File: config.mk
export PLATFORM = sky130hd
export DESIGN_NAME = cfg_chain_master_flat
export DESIGN_NICKNAME = d
export VERILOG_FILES = /design/src/rtl/cfg_chain_master_if.sv /design/src/rtl/cfg_chain_master.sv /design/src/flat_wrapper.sv
export SDC_FILE = /design/constraint.sdc
export NUM_CORES = 1
export LEC_CHECK = 0
export ABC_AREA = 1
export CELL_PAD_IN_SITES_DETAIL_PLACEMENT = 2
export CELL_PAD_IN_SITES_GLOBAL_PLACEMENT = 2
export CORE_MARGIN = 2
export CORE_UTILIZATION = 33
export CTS_BUF_LIST = sky130_fd_sc_hd__clkbuf_4 sky130_fd_sc_hd__clkbuf_8
export DETAILED_ROUTE_END_ITERATION = 12
export GPL_TIMING_DRIVEN = 0
export PLACE_DENSITY = 0.86
export SETUP_SLACK_MARGIN = 0.3
export SYNTH_ARGS = -nofsm -noshare
export SYNTH_HDL_FRONTEND = slang
export SYNTH_SLANG_ARGS = --single-unit
export TNS_END_PERCENT = 10
File: constraint.sdc
create_clock -name clk -period 1.8 [get_ports clk]
set_input_delay 0.36 -clock clk [delete_from_list [all_inputs] [get_ports clk]]
set_output_delay 0.36 -clock clk [all_outputs]
set_load 0.005 [all_outputs]
File: src/rtl/cfg_chain_master_if.sv
// config_if: one hop of the configuration daisy chain.
//   data  - serial configuration bit
//   shift - chain advances one bit on each clk edge where shift=1
//   latch - one-cycle pulse that commits the shifted image
// master drives all three; slave (chain tail seen by the master) exposes data only.
interface config_if;
  logic data;
  logic shift;
  logic latch;

  modport master (output data, output shift, output latch);
  modport slave  (input data);
endinterface

File: src/rtl/cfg_chain_master.sv
// cfg_chain_master: buffers a NUM_WORDS x WORD_W configuration image from the
// host, shifts it MSB-first (word 0 first) into the chain head, pulses latch,
// and optionally returns the bits leaving the chain tail as readback words.
//
// Optional feature macro: CFG_READBACK_EN (capture register, DRAIN state, rd_*).
//
// Ports:
//   clk, reset          clock, synchronous active-high reset
//   wr_valid/ready/data host image write (accepted in IDLE while not full)
//   start               request to shift the buffered (full) image
//   busy                high in SHIFT, LATCH and DRAIN
//   done                one-cycle end-of-transaction pulse
//   rd_valid/ready/data readback words (tied to 0 without CFG_READBACK_EN)
//   cfg_out             chain head (data, shift, latch)
//   cfg_in              chain tail (data sampled during SHIFT)
module cfg_chain_master #(
  parameter int unsigned WORD_W    = 16,
  parameter int unsigned NUM_WORDS = 4
) (
  input  logic              clk,
  input  logic              reset,
  input  logic              wr_valid,
  output logic              wr_ready,
  input  logic [WORD_W-1:0] wr_data,
  input  logic              start,
  output logic              busy,
  output logic              done,
  output logic              rd_valid,
  input  logic              rd_ready,
  output logic [WORD_W-1:0] rd_data,
  config_if.master          cfg_out,
  config_if.slave           cfg_in
);

  localparam int unsigned CHAIN_LEN = WORD_W * NUM_WORDS;
  localparam int unsigned CNT_W     = $clog2(NUM_WORDS + 1);
  localparam int unsigned BIT_W     = (CHAIN_LEN > 1) ? $clog2(CHAIN_LEN) : 1;
  localparam int unsigned IDX_W     = (NUM_WORDS > 1) ? $clog2(NUM_WORDS) : 1;

  typedef enum logic [1:0] {IDLE, SHIFT, LATCH, DRAIN} state_t;

  state_t             state_q, state_d;
  logic [CNT_W-1:0]   count_q, count_d;
  logic [BIT_W-1:0]   bit_q, bit_d;
  logic [WORD_W-1:0]  buf_q [NUM_WORDS];
  logic [WORD_W-1:0]  buf_d [NUM_WORDS];
  logic               shift_q, shift_d;
  logic               latch_q, latch_d;
  logic               data_q, data_d;
  logic               done_q, done_d;
  logic               busy_q, busy_d;
  logic               wr_ready_q, wr_ready_d;
  logic [CHAIN_LEN-1:0] img;
  logic               wr_fire;

`ifdef CFG_READBACK_EN
  logic [CHAIN_LEN-1:0] cap_q, cap_d;
  logic [IDX_W-1:0]     rd_idx_q, rd_idx_d;
  logic                 rd_valid_q, rd_valid_d;
  logic [WORD_W-1:0]    rd_data_q, rd_data_d;

  // Word k of the captured stream; word 0 occupies the MSBs.
  function automatic logic [WORD_W-1:0] word_of(input logic [CHAIN_LEN-1:0] v,
                                                input logic [IDX_W-1:0] k);
    word_of = '0;
    for (int unsigned w = 0; w < NUM_WORDS; w++)
      if (IDX_W'(w) == k) word_of = v[(NUM_WORDS-1-w)*WORD_W +: WORD_W];
  endfunction
`endif

  assign wr_fire = wr_valid & wr_ready_q;

  // Flatten the buffer so the first bit to shift (word 0 MSB) is img[CHAIN_LEN-1].
  always_comb begin
    img = '0;
    for (int unsigned w = 0; w < NUM_WORDS; w++)
      img[(NUM_WORDS-1-w)*WORD_W +: WORD_W] = buf_q[w];
  end

  // Next-state and next-output logic.
  always_comb begin
    state_d = state_q;
    count_d = count_q;
    bit_d   = bit_q;
    buf_d   = buf_q;
    shift_d = 1'b0;
    latch_d = 1'b0;
    data_d  = 1'b0;
    done_d  = 1'b0;
`ifdef CFG_READBACK_EN
    cap_d      = cap_q;
    rd_idx_d   = rd_idx_q;
    rd_valid_d = rd_valid_q;
    rd_data_d  = rd_data_q;
`endif
    case (state_q)
      IDLE: begin
        if (wr_fire) begin
          buf_d[count_q[IDX_W-1:0]] = wr_data;
          count_d = count_q + CNT_W'(1);
        end else if (start && (count_q == CNT_W'(NUM_WORDS))) begin
          state_d = SHIFT;
          bit_d   = '0;
          shift_d = 1'b1;
          data_d  = img[CHAIN_LEN-1];
        end
      end
      SHIFT: begin
`ifdef CFG_READBACK_EN
        cap_d = {cap_q[CHAIN_LEN-2:0], cfg_in.data};
`endif
        if (bit_q == BIT_W'(CHAIN_LEN-1)) begin
          state_d = LATCH;
          bit_d   = '0;
          latch_d = 1'b1;
        end else begin
          bit_d   = bit_q + BIT_W'(1);
          shift_d = 1'b1;
          // Output register holds the bit for the upcoming cycle (index bit_q+1).
          data_d  = img[BIT_W'(CHAIN_LEN-2) - bit_q];
        end
      end
      LATCH: begin
`ifdef CFG_READBACK_EN
        state_d    = DRAIN;
        rd_idx_d   = '0;
        rd_valid_d = 1'b1;
        rd_data_d  = word_of(cap_q, '0);
`else
        state_d = IDLE;
        done_d  = 1'b1;
        count_d = '0;
`endif
      end
`ifdef CFG_READBACK_EN
      DRAIN: begin
        if (rd_ready) begin
          if (rd_idx_q == IDX_W'(NUM_WORDS-1)) begin
            state_d    = IDLE;
            count_d    = '0;
            rd_valid_d = 1'b0;
            rd_data_d  = '0;
          end else begin
            rd_idx_d  = rd_idx_q + IDX_W'(1);
            rd_data_d = word_of(cap_q, rd_idx_q + IDX_W'(1));
          end
        end
      end
`endif
      default: state_d = IDLE;
    endcase
    busy_d     = (state_d != IDLE);
    wr_ready_d = (state_d == IDLE) && (count_d < CNT_W'(NUM_WORDS));
  end

  // State and output registers.
  always_ff @(posedge clk) begin
    if (reset) begin
      state_q    <= IDLE;
      count_q    <= '0;
      bit_q      <= '0;
      for (int unsigned w = 0; w < NUM_WORDS; w++) buf_q[w] <= '0;
      shift_q    <= 1'b0;
      latch_q    <= 1'b0;
      data_q     <= 1'b0;
      done_q     <= 1'b0;
      busy_q     <= 1'b0;
      wr_ready_q <= 1'b1;
    end else begin
      state_q    <= state_d;
      count_q    <= count_d;
      bit_q      <= bit_d;
      buf_q      <= buf_d;
      shift_q    <= shift_d;
      latch_q    <= latch_d;
      data_q     <= data_d;
      done_q     <= done_d;
      busy_q     <= busy_d;
      wr_ready_q <= wr_ready_d;
    end
  end

`ifdef CFG_READBACK_EN
  always_ff @(posedge clk) begin
    if (reset) begin
      cap_q      <= '0;
      rd_idx_q   <= '0;
      rd_valid_q <= 1'b0;
      rd_data_q  <= '0;
    end else begin
      cap_q      <= cap_d;
      rd_idx_q   <= rd_idx_d;
      rd_valid_q <= rd_valid_d;
      rd_data_q  <= rd_data_d;
    end
  end

  assign rd_valid = rd_valid_q;
  assign rd_data  = rd_data_q;
  // done marks acceptance of the last word, so it follows rd_ready in that cycle.
  assign done     = done_q | (rd_valid_q & rd_ready & (rd_idx_q == IDX_W'(NUM_WORDS-1)));
`else
  logic unused_rb;
  assign unused_rb = cfg_in.data ^ rd_ready;
  assign rd_valid  = 1'b0;
  assign rd_data   = '0;
  assign done      = done_q;
`endif

  assign wr_ready      = wr_ready_q;
  assign busy          = busy_q;
  assign cfg_out.data  = data_q;
  assign cfg_out.shift = shift_q;
  assign cfg_out.latch = latch_q;

endmodule

File: src/flat_wrapper.sv
// flat-port wrapper written by rule: the top's interface ports become plain ports
module cfg_chain_master_flat 
#(
  parameter int unsigned WORD_W    = 16,
  parameter int unsigned NUM_WORDS = 4
)
  (clk, reset, wr_valid, wr_ready, wr_data, start, busy, done, rd_valid, rd_ready, rd_data, cfg_out_data, cfg_out_shift, cfg_out_latch, cfg_in_data);
  config_if cfg_out_i ();
  config_if cfg_in_i ();
  input  logic clk;
  input  logic reset;
  input  logic wr_valid;
  output logic wr_ready;
  input  logic [WORD_W-1:0] wr_data;
  input  logic start;
  output logic busy;
  output logic done;
  output logic rd_valid;
  input  logic rd_ready;
  output logic [WORD_W-1:0] rd_data;
  output wire logic [$bits(cfg_out_i.data)-1:0] cfg_out_data;
  output wire logic [$bits(cfg_out_i.shift)-1:0] cfg_out_shift;
  output wire logic [$bits(cfg_out_i.latch)-1:0] cfg_out_latch;
  input wire logic [$bits(cfg_in_i.data)-1:0] cfg_in_data;
  assign cfg_out_data = cfg_out_i.data;
  assign cfg_out_shift = cfg_out_i.shift;
  assign cfg_out_latch = cfg_out_i.latch;
  assign cfg_in_i.data = cfg_in_data;
  cfg_chain_master #(.WORD_W(WORD_W), .NUM_WORDS(NUM_WORDS)) u_core (.clk(clk), .reset(reset), .wr_valid(wr_valid), .wr_ready(wr_ready), .wr_data(wr_data), .start(start), .busy(busy), .done(done), .rd_valid(rd_valid), .rd_ready(rd_ready), .rd_data(rd_data), .cfg_out(cfg_out_i), .cfg_in(cfg_in_i));
endmodule
* After elaboration in Yosys (flattened, before gate mapping)
Cells that the tools add are included. W data, S select, Z words.
Word-level totals: word-level logic and storage cells 64, register bits 81
Operators by class: add/subtract/negate cells 3, mux-type cells 25, reduce and logical (&&, ||, !) cells 10, equality and inequality tests 6, order comparisons 4, bitwise gates (word level) 3
Operators by type and width (count):
- $bwmux W64 | 1
- $demux W16 S2 | 1
- $mux W6 | 3
- $mux W16 | 1
- $pmux W6 S2 | 1
- $mux W1 | 9
- $lt A6 B7 Y1 const B | 1
- $add A6 B1 Y6 const B | 1
- $bmux W1 S6 | 1
- $eq A6 B6 Y1 const B | 1
- $mux W2 | 3
- $pmux W3 S2 | 1
- $sub A6 B6 Y6 const A | 1
- $logic_not A2 Y1 | 2
- $pmux W1 S2 | 2
- $pmux W2 S2 | 1
- $reduce_bool A2 Y1 | 2
- $add A3 B1 Y3 const B | 1
- $eq A3 B3 Y1 const B | 1
- $ge A3 B3 Y1 const B | 1
- $logic_and A1 B1 Y1 | 3
- $lt A3 B1 Y1 const B | 1
- $lt A3 B3 Y1 const B | 1
- $mux W3 | 1
- other kinds (10) | 10

* Longest topological paths before layout
depth after elaboration 7, gate-level depth with buffers 11

* Worst setup path after synthesis
OpenSTA, ideal clock, no wires.
path kind flip-flop to flip-flop, start register u_core.bit_q[1], end register u_core.data_q, in the netlist u_core.cfg_out.data, stages on the path, launching flop included 12, arrival 1483 ps, required time 1684 ps, library setup time 116 ps, setup slack 201 ps, period minus slack after synthesis 1599 ps, cell sequence dfxtp_1 > ha_1 > buf_4 > inv_2 > buf_2 > nand3_1 > nand3_1 > nand3_1 > nand3_1 > nand3_1 > nand3_1 > a21oi_1
On the way: longest elaborated chain between the ends 5
RTL lines:
- from (decl) | line cfg_chain_master.sv:44 | logic [BIT_W-1:0] bit_q, bit_d;
- from (signal assigned) | line cfg_chain_master.sv:172 | bit_q <= bit_d;
- $sub A6 B6 Y6 | line cfg_chain_master.sv:120 | data_d = img[BIT_W'(CHAIN_LEN-2) - bit_q];
- $bmux W1 S6 | line cfg_chain_master.sv:120
- $mux W1 (not written as such) | line cfg_chain_master.sv:120
- $mux W1 (*) | line cfg_chain_master.sv:112 | if (bit_q == BIT_W'(CHAIN_LEN-1)) begin
- $pmux W1 S2 (*) | line cfg_chain_master.sv:96 | case (state_q)
- to (signal assigned) | line cfg_chain_master.sv:176 | data_q <= data_d;
- to (decl) | line cfg_chain_master.sv:49 | logic data_q, data_d;
Mark *: on every way between the ends. The rest lies on a longest branch, timed or not. The select of a mux whose other input is x is not followed. A chain may end at the register's enable or synchronous reset.

* Final worst setup path
start register u_core.bit_q[0], end register u_core.data_q, in the netlist u_core.cfg_out.data
The elaborated chain is that of the path after synthesis.

==> results.py <==
metrics = {
    "power_and_ir_drop": {
        "intPower_mw": 3.04,
        "p_seq_share_pct": 41.4,
        "powerDensity_nw_per_um2": 893,
        "swShare_pct": 35.8,
        "p_leak_nw": 2.08,
        "power_frac_comb_pct": 26.9,
        "power_frac_clock_pct": 31.7,
        "p_switching_mw": 1.70,
        "worst_ir_drop_vdd_uv": 610,
    },
    "drt": {
        "vias_per_cell": 5.89,
        "firstDrtPassIters": 5,
        "vias": 4450,
        "drt-initial-drc-count": 359,
        "routed_wl_um": 20700,
        "routedWlPerCell_um": 27.4,
        "route.detailed.drc": 0,
        "postRouteAntennaNets": 0,
    },
    "floorplanning": {
        "start_util_pct": 33.6,
        "io_pins": 45,
        "num_rows": 39,
        "core_area_um2": 11400,
        "die_h_um": 112,
        "fp.dieW_um": 112,
        "dieArea_um2": 12400,
    },
    "setup_path": {
        "end_kind": "flip-flop",
        "path_max_fanout": 8,
        "path_cells": "ha_4 > buf_8 > inv_8 > buf_16 > nand3_1 > nand3_1 > nand3_2 > nand3_1 > nand3_2 > nand3_2 > a21oi_2",
        "slowest_delay_ns": 0.37,
        "cp.required_ns": 2.13,
        "crit_slowest_cell": "dfxtp_4",
        "crit_type": "flip-flop to flip-flop",
        "arrival_ns": 2.12,
        "start_kind": "flip-flop",
    },
    "yosys": {
        "synth.largest_area_cell": "dfxtp_1",
        "synth_area_um2": 3820,
        "synth_top_family_by_area": "simple AND/OR/NAND/NOR gates",
        "synth_compound_area_share_pct": 10.9,
        "synth_cell_types": 24,
        "synthArstFlopShare_pct": 0,
        "yosys_warnings": 0,
        "synthTopCellsByCount": "nand2_1, nand3_1, dfxtp_1, a21oi_1, buf_4",
        "yosysSeqAreaShare_pct": 42.5,
        "synthAdderAreaFrac_pct": 1.64,
        "synth_mux_area_share_pct": 0,
        "syn_inst": 538,
        "yosysTopAreaCellShare_pct": 42.5,
        "synthFlopType": "dfxtp_1",
        "synth_area_per_cell_um2": 7.10,
        "synth_most_common_cell": "nand2_1",
        "synth_edf_count": 0,
        "synthSimpleGateAreaFrac_pct": 34.1,
        "synth-seq-cells": 81,
        "synth.area.top_cells": "dfxtp_1, nand3_1, nand2_1, a21oi_1, buf_4",
        "synth_xor_area_share_pct": 0.917,
    },
    "sta": {
        "grt_setup_unrepaired": "true",
        "fin_tns_setup_ns": 0,
        "fin_skew_ns": 0.0128,
        "max_freq_ghz": 0.559,
        "finalSetupViolCount": 0,
        "hold_viol": 0,
        "post-route-period-util_pct": 99.4,
        "drv_slew": 0,
        "slew_headroom_pct": 65.2,
        "fin_crit_ns": 1.79,
        "worst_pin_slew_ns": 0.522,
    },
    "job": {
        "drv_cap": 0,
    },
    "final_layout": {
        "utilization_pct": 46.7,
        "filler_cell_count": 1259,
        "area_delta_synth_final_pct": 39.1,
        "instances_no_fill": 755,
        "layout-drive-gt1-share_pct": 26.1,
        "insertedDiodeCount": 0,
        "fin_nets": 634,
    },
    "grt": {
        "grt_use_total_pct": 29.4,
        "grt_max_degree": 14,
        "grt_pass1_wl_um": 28000,
        "grt_overflow": 0,
        "antenna_found_initial": 0,
        "grt_pass1_vias": 4747,
    },
    "clock_tree": {
        "htree_num_levels": 3,
        "root_buffer": "clkbuf_8",
        "clockBufferDepth": 2,
        "tritoncts": "built",
        "clk_latency_ns": 0.39,
        "cts.sinks": 81,
        "holdBufCountCts": 0,
        "clk_pin_slew_ns": 0.10,
        "numCtsBuffers": 9,
    },
    "place": {
        "place_inst": 722,
        "port_buffers": 25,
        "gp_congestion": 0.827,
        "place_hpwl_um": 10800,
    },
    "run_status": {
        "status": "finished, final reports clean",
    },
    "min_path": {
        "hold_class": "flip-flop to flip-flop",
    },
}
power by group through the flow:
stage	clock [mW]	combinational (mW)	sequential, mW
finish	1.50	1.27	1.96
global route	1.56	1.33	1.97
CTS	1.44	1.05	1.94
detailed placement	0	0.859	1.98
global placement	0	0.828	1.97
floorplan	0	0.535	1.96
layout make-up:
type                       instances  area [um2]  area share [%]
multi-input combinational        402        2240            42.2
sequential                        81        1640            30.9
buffer                            55         507            9.54
timing repair buffer              42         475            8.95
tap                              143         179            3.37
clock buffer                      10         138            2.59
inverter                          16        71.3            1.34
clock inverter                     6        57.6            1.08
sequential cells by signal (all words and copies together) (netlist names):
signal                flops
u_core.bit_q              6
u_core.buf_q             64
u_core.busy               1
u_core.cfg_out.data       1
u_core.cfg_out.latch      1
u_core.cfg_out.shift      1
u_core.count_q            3
u_core.done               1
u_core.state_q            2
u_core.wr_ready           1
routing by layer:
layer | vias to the layer above | global-route usage [%] | part of all wire (%)
li1 | 1911 | - | -
met1 | 2231 | 34.8 | 40
met2 | 226 | 50.5 | 49
met3 | 82 | 6.48 | 6.1
met4 | 0 | 14.6 | 4.9
met5 | - | 0 | 0
logic make-up (layout without fill, tap and decap cells):
kind of cell             count (synthesis)  in the layout
buffers and inverters                   71            129
AO/OA/AOI/OAI                           82             82
other                                    1             17
adder cells (fa/ha/maj)                  5              5
AND/OR/NAND/NOR                        294            294
flip-flops                              81             81
XOR/XNOR                                 4              4
layout by cell type (no fill, tap or decap), types with 3 or more instances in the layout:
cell / count
nand2_1: 132
nand3_1: 106
dfxtp_1: 73
a21oi_1: 66
buf_4: 31
nand3_2: 21
clkdlybuf4s50_1: 18
conb_1: 17
clkbuf_8: 11
inv_1: 10
nor2_1: 9
a21oi_2: 9
clkbuf_2: 8
buf_8: 8
buf_6: 7
nand2_2: 7
clkbuf_4: 7
dlymetal6s2s_1: 7
nand2_4: 6
clkinv_2: 5
dfxtp_4: 4
dfxtp_2: 4
inv_2: 3
nand3_4: 3
clkbuf_16: 3
buf_12: 3
nor3_1: 3
ha_1: 3
metrics by stage:
| step | power (mW) | hold slack (ns) | setup slack (ns) | area (um2) |
|---|---|---|---|---|
| floorplan | 2.50 | 0.424 | 0.295 | 3890 |
| global placement | 2.80 | 0.448 | -0.366 | 4320 |
| detailed placement | 2.84 | 0.455 | -0.453 | 4320 |
| CTS | 4.42 | 0.467 | 0.112 | 4990 |
| global route | 4.85 | 0.490 | -0.0304 | 5310 |
| finish | 4.74 | 0.468 | 0.0101 | 5310 |
final timing paths:
| path | start | to | slack (ns) | cells after the start |
|---|---|---|---|---|
| max reg2reg | u_core.bit_q[0] | u_core.cfg_out.data | 0.01 | 11 |
| min | u_core.buf_q[2] | u_core.buf_q[2] | 0.47 | 2 |
| min reg2reg | u_core.buf_q[2] | u_core.buf_q[2] | 0.47 | 2 |
| max | u_core.bit_q[0] | u_core.cfg_out.data | 0.01 | 11 |
what timing repair did:
action,4_1_cts,5_1_grt
resized for setup,84,93
cloned,2,1
endpoints found under the setup margin,83,80
pin swaps,19,10
setup buffers,9,5
worst max-delay path: cells and delay by family, from the launching register on:
family | cells | cell delay, ns
AND/OR/NAND/NOR | 6 | 0.61
flip-flops | 1 | 0.37
buffers and inverters | 3 | 0.33
adder cells (fa/ha/maj) | 1 | 0.28
AO/OA/AOI/OAI | 1 | 0.13
(Power assumes the default switching activity.)
